### src/rtl/alu_issue_unit.sv
// Issue side of a combinational ALU: accepts one request, drives the ALU from latched
// operands, then either writes back the result or updates sticky compare flags.
module alu_issue_unit #(
   parameter int DATA_W = 8,
   parameter int DEST_W = 3,
   parameter int CNT_W  = 8
) (
   input  logic              clk,
   input  logic              reset,
   input  logic              req_valid,
   output logic              req_ready,
   input  logic [2:0]        req_aluop,
   input  logic [DATA_W-1:0] req_op1,
   input  logic [DATA_W-1:0] req_op2,
   input  logic [DEST_W-1:0] req_dest,
   output logic [DATA_W-1:0] alu_op1,
   output logic [DATA_W-1:0] alu_op2,
   output logic [2:0]        alu_aluop,
   input  logic [DATA_W-1:0] alu_result,
   input  logic              alu_equal,
   input  logic              alu_less,
   output logic              wb_valid,
   input  logic              wb_ready,
   output logic [DEST_W-1:0] wb_dest,
   output logic [DATA_W-1:0] wb_data,
   output logic              flag_equal,
   output logic              flag_less,
   output logic [CNT_W-1:0]  retired_count
);

   typedef enum logic [1:0] {IDLE, EXEC, WB} state_t;

   typedef struct packed {
      logic [2:0]        aluop;
      logic [DATA_W-1:0] op1;
      logic [DATA_W-1:0] op2;
      logic [DEST_W-1:0] dest;
   } req_t;

   localparam logic [2:0] OP_SLT  = 3'b101;
   localparam logic [2:0] OP_SLTE = 3'b110;
   localparam logic [2:0] OP_EQ   = 3'b111;

   state_t state, state_nx;
   req_t   req_q;
   logic   accept, is_cmp, retire;

   assign alu_op1   = req_q.op1;
   assign alu_op2   = req_q.op2;
   assign alu_aluop = req_q.aluop;
   assign is_cmp    = (req_q.aluop >= OP_SLT);

   always_ff @(posedge clk) begin
      if (reset) state <= IDLE;
      else       state <= state_nx;
   end

   always_comb begin
      state_nx  = state;
      req_ready = 1'b0;
      wb_valid  = 1'b0;
      accept    = 1'b0;
      retire    = 1'b0;
      case (state)
         IDLE: begin
            req_ready = 1'b1;
            if (req_valid) begin
               accept   = 1'b1;
               state_nx = EXEC;
            end
         end
         EXEC: begin
            // compares finish here; everything else needs a writeback slot
            if (is_cmp) begin
               retire   = 1'b1;
               state_nx = IDLE;
            end else begin
               state_nx = WB;
            end
         end
         WB: begin
            wb_valid = 1'b1;
            if (wb_ready) begin
               retire   = 1'b1;
               state_nx = IDLE;
            end
         end
         default: state_nx = IDLE;
      endcase
   end

   always_ff @(posedge clk) begin
      if (reset) begin
         req_q         <= '0;
         wb_dest       <= '0;
         wb_data       <= '0;
         flag_equal    <= 1'b0;
         flag_less     <= 1'b0;
         retired_count <= '0;
      end else begin
         if (accept) req_q <= {req_aluop, req_op1, req_op2, req_dest};
         if (state == EXEC) begin
            case (req_q.aluop)
               OP_SLT: begin
                  flag_less  <= alu_less;
                  flag_equal <= 1'b0;
               end
               OP_SLTE: begin
                  flag_less  <= alu_less;
                  flag_equal <= alu_equal;
               end
               OP_EQ: begin
                  flag_equal <= alu_equal;
                  flag_less  <= 1'b0;
               end
               default: begin
                  wb_data <= alu_result;
                  wb_dest <= req_q.dest;
               end
            endcase
         end
         if (retire) retired_count <= retired_count + CNT_W'(1);
      end
   end

endmodule

### config.mk
export PLATFORM = sky130hd
export DESIGN_NAME = alu_issue_unit
export DESIGN_NICKNAME = d
export VERILOG_FILES = /design/src/rtl/alu_issue_unit.sv
export SDC_FILE = /design/constraint.sdc
export NUM_CORES = 1
export LEC_CHECK = 0
export ABC_AREA = 0
export CORE_AREA = 3 3 77 79
export CTS_CLUSTER_SIZE = 14
export DETAILED_ROUTE_END_ITERATION = 10
export DIE_AREA = 0 0 80 82
export PLACE_DENSITY = 0.71
export SYNTH_ARGS = -nofsm -noshare
export SYNTH_HDL_FRONTEND = slang
export SYNTH_SLANG_ARGS = --single-unit
### constraint.sdc
create_clock -name clk -period 1.6 [get_ports clk]
set_input_delay 0.4 -clock clk [delete_from_list [all_inputs] [get_ports clk]]
set_output_delay 0.4 -clock clk [all_outputs]
set_load 0.02 [all_outputs]
==> key figures <==
Clock tree
  – Clock transition at path regs: 90 ps
  – Clock root buffer: clkbuf_8
  – H-tree Lvls: 2
  – Clock Latency Late Sink: 290 ps
  – CTS tree: done
  – Clock sinks: 45
  – Post-CTS Setup Bufs: 0
  – Max clock buf depth: 2
  – Number of buffers created by CTS: 5

Floorplanning
  – DIE WIDTH: 80 um
  – Io pins: 78
  – Row count: 27
  – Die Footprint: between 6000 and 7000 um2
  – Starting Density: 37.8%
  – Core area: 5410 um2
  – Die H: 82 um

Worst setup path
  – Worst Setup Start Kind: flop
  – Setup CP Type: reg2reg
  – Reg-to-reg endpoint: state[1]$_SDFFE_PP0P_
  – Data required, critical path: 1830 ps
  – CP endpoint kind: flop
  – Worst reg-to-reg setup slack: 50 ps
  – FF-to-FF path depth: 6
  – Critical Path AT: around 1800 ps
  – R2r startpoint: state[0]$_SDFFE_PP0P_
  – Worst-path fanout max: 8

Routing
  – DR vias/cell: ~5
  – Total number of vias: around 1900
  – Drt first pass iters: 4
  – DR WL/cell: 12.6 um
  – First DRT Iteration DRCs: 96
  – Drc violations: 0
  – Wirelength, routed: 4920 um
  – Post-detailed-route count of antenna-violating nets: 0

Yosys
  – Share of the synthesized area in the top cell type: between 40 and 50%
  – Syn nets: 290
  – Post-synth top area cell: dfxtp_1
  – Largest family of logic cells by synthesized area: simple AND/OR/NAND/NOR gates
  – Yosys warnings: 0
  – Adder-cell area share of the yosys netlist: 3.07%
  – Synth Instances: 249
  – Post-synthesis compound-gate area fraction: about 16%
  – Simple-gate portion of the synthesized area: 20.6%
  – Unique masters post-synth: 31
  – Mux cell area share after synthesis: 4.84%
  – Post-synthesis sequential area ratio: 44.1%
  – Average instance area after synthesis: 8.20 um2
  – Mapped cell area: 2040 um2
  – XOR/XNOR Fraction of Synth Area: 0%
  – Synth Register Bits: 45
  – Largest cells by area after synthesis: dfxtp_1 44%, a21oi_1 9.3%, nand2_1 9.0%, buf_4 7.0%, mux2_2 3.9%

Place
  – Final Wtd Congestion: 0.843
  – Dpl ws: -227 ps
  – I/O Buffers: 77
  – HPWL after DPL: 3500 um

Power and ir drop
  – P per Cell Area: 943 nW/um2
  – Max VDD drop: 0.450 mV
  – Leak pwr: 1.26 nW
  – Tot Pwr: between 2 and 3 mW

Timing
  – Final period utilization: 97.0%
  – Worst-Margin Slew: 315 ps
  – Final setup viols: 0
  – Hold WS: 453 ps
  – Relative slew slack: 78.9%
  – Max-slew violations: 0
  – Hold Vio Cnt, Final: 0
  – Total negative setup slack: 0 ps
  – Final worst slack: 48.2 ps
  – Max Fclk: ~0.64 GHz
  – Final Critical Period: 1550 ps
  – Worst Skew: 8.26 ps

Cells and area
  – Share of post-route cells with drive strength above 1: ~16%
  – Antenna cells: 0
  – Area grow syn2layout: 43.2%
  – Final net count: 358

Min path
  – Depth of the worst hold-timing path: 2
  – HP Class: reg2reg
  – Hold Crit Start: alu_op1[4]$_SDFFE_PP0P_
  – Hold path endpoint: alu_op1[4]$_SDFFE_PP0P_

GRT
  – Vias in the first global route: 1745
  – Global-route wire length before repair: 8000 um
  – Largest net degree at the start of global routing: 25
  – Initial antenna violation count: 0
  – Gr usage total: 15.3%
  – Grt ovf: 0

Job
  – MaxCap Viol Count: 0

Outcome
  – Status: finished, final reports clean
==> flip-flops by register name, indices dropped and copies added, names as in the netlist <==
| register | cells |
|---|---|
| flag_equal | 1 |
| retired_count | 8 |
| state | 2 |
| wb_data | 8 |
| wb_dest | 3 |
| alu_op2 | 8 |
| flag_less | 1 |
| alu_aluop | 3 |
| alu_op1 | 8 |
| req_q | 3 |
==> repair_timing <==
item,4_1_cts,5_1_grt
pin swaps,0,0
resized for setup,51,6
endpoints found under the hold margin,0,0
setup endpoints to repair,47,8
hold buffers,0,0
==> cells by family (layout without fill, tap and decap cells) <==
group                      count (synthesis)  after routing
adders and majority gates                  5              5
buffers and inverters                     38            107
AOI/OAI and AO/OA                         61             61
and+or+nand+nor                           91             91
DFF                                       45             45
muxes                                      9              9
==> cell usage after synthesis <==
master / count
a21boi_1: 1
and3_1: 1
inv_2: 1
or2_2: 1
or3b_2: 1
nand4_1: 6
nand2_1: 49
mux2i_1: 2
buf_1: 2
buf_2: 2
o21ai_0: 14
nand2b_1: 2
ha_1: 5
dfxtp_1: 45
a21oi_2: 1
o21a_1: 1
buf_4: 19
clkbuf_1: 10
a211oi_1: 3
inv_1: 3
and2_0: 1
o211ai_2: 1
nand3_1: 13
a32oi_1: 1
nor2_1: 7
mux2_2: 7
nor2b_1: 9
o22ai_1: 1
or4_4: 1
buf_6: 1
a21oi_1: 38
==> stage by stage <==
| step | instance area [um2] | std cells | util (%) |
|---|---|---|---|
| 5_1_grt | 2920 | 390 | 54.1 |
| 3_5_place_dp | 2850 | 382 | 52.7 |
| 6_report | 2920 | 390 | 54.1 |
| 2_1_floorplan | 2040 | 249 | - |
| 3_3_place_gp | 2850 | 382 | 52.7 |
| 4_1_cts | 2910 | 390 | 53.9 |
==> worst max-delay path by stage <==
stage | cells after the start | slack (ps) | from | to
3_3_place_gp | 4 | -230 | wb_ready | retired_count[7]$_SDFFE_PP0P_
3_5_place_dp | 4 | -230 | wb_ready | retired_count[5]$_SDFFE_PP0P_
5_1_grt | 5 | -2 | state[0]$_SDFFE_PP0P_ | retired_count[6]$_SDFFE_PP0P_
2_1_floorplan | 5 | 20 | state[0]$_SDFFE_PP0P_ | retired_count[5]$_SDFFE_PP0P_
4_1_cts | 6 | -20 | state[1]$_SDFFE_PP0P_ | state[1]$_SDFFE_PP0P_
6_report | 6 | 50 | state[0]$_SDFFE_PP0P_ | state[1]$_SDFFE_PP0P_
==> critical path: stages (launching register included) <==
cell and delay, ps:
dfxtp_1 360, buf_4 140, ha_4 150, buf_4 160, inv_2 40, or4_4 530, a21oi_2 120
==> cells in the final DEF, fill, tap and decap left out, types with 3 or more instances in the layout <==
| cell | instances |
|---|---|
| buf_4 | 16 |
| o21ai_0 | 14 |
| nor2b_1 | 9 |
| clkdlybuf4s50_1 | 34 |
| ha_1 | 3 |
| a21oi_1 | 38 |
| nand2_1 | 48 |
| nand4_1 | 6 |
| dfxtp_1 | 43 |
| nand3_1 | 13 |
| inv_2 | 3 |
| dlygate4sd2_1 | 40 |
| clkbuf_8 | 5 |
| nor2_1 | 7 |
| mux2_2 | 7 |
==> power breakdown <==
part	internal [mW]	total [mW]	switching, mW
logic	0.369	0.796	0.427
registers	1.21	1.27	0.0540
clock network	0.310	0.693	0.383
total	1.89	2.76	0.864
==> cell type report <==
cell class              count  area, um2
fillers                   525       2480
multi-input cells         166        957
flip-flops and latches     45        903
repair buffers             95        866
well taps                  72       90.1
clock buffers               5       68.8
clock inverters             3       22.5
inverters                   4       15.0
==> routing by layer <==
| metal | share of wire [%] | up-vias | wire (um) | global-route usage [%] |
|---|---|---|---|---|
| li1 | - | 958 | - | - |
| met1 | 43 | 879 | 2140 | 18.4 |
| met2 | 49 | 57 | 2420 | 27.1 |
| met3 | 6.8 | 5 | 332 | 4.39 |
| met4 | 0.67 | 0 | 33 | 3.55 |
| met5 | 0 | - | 0 | 0 |
(Power assumes the default switching activity.)
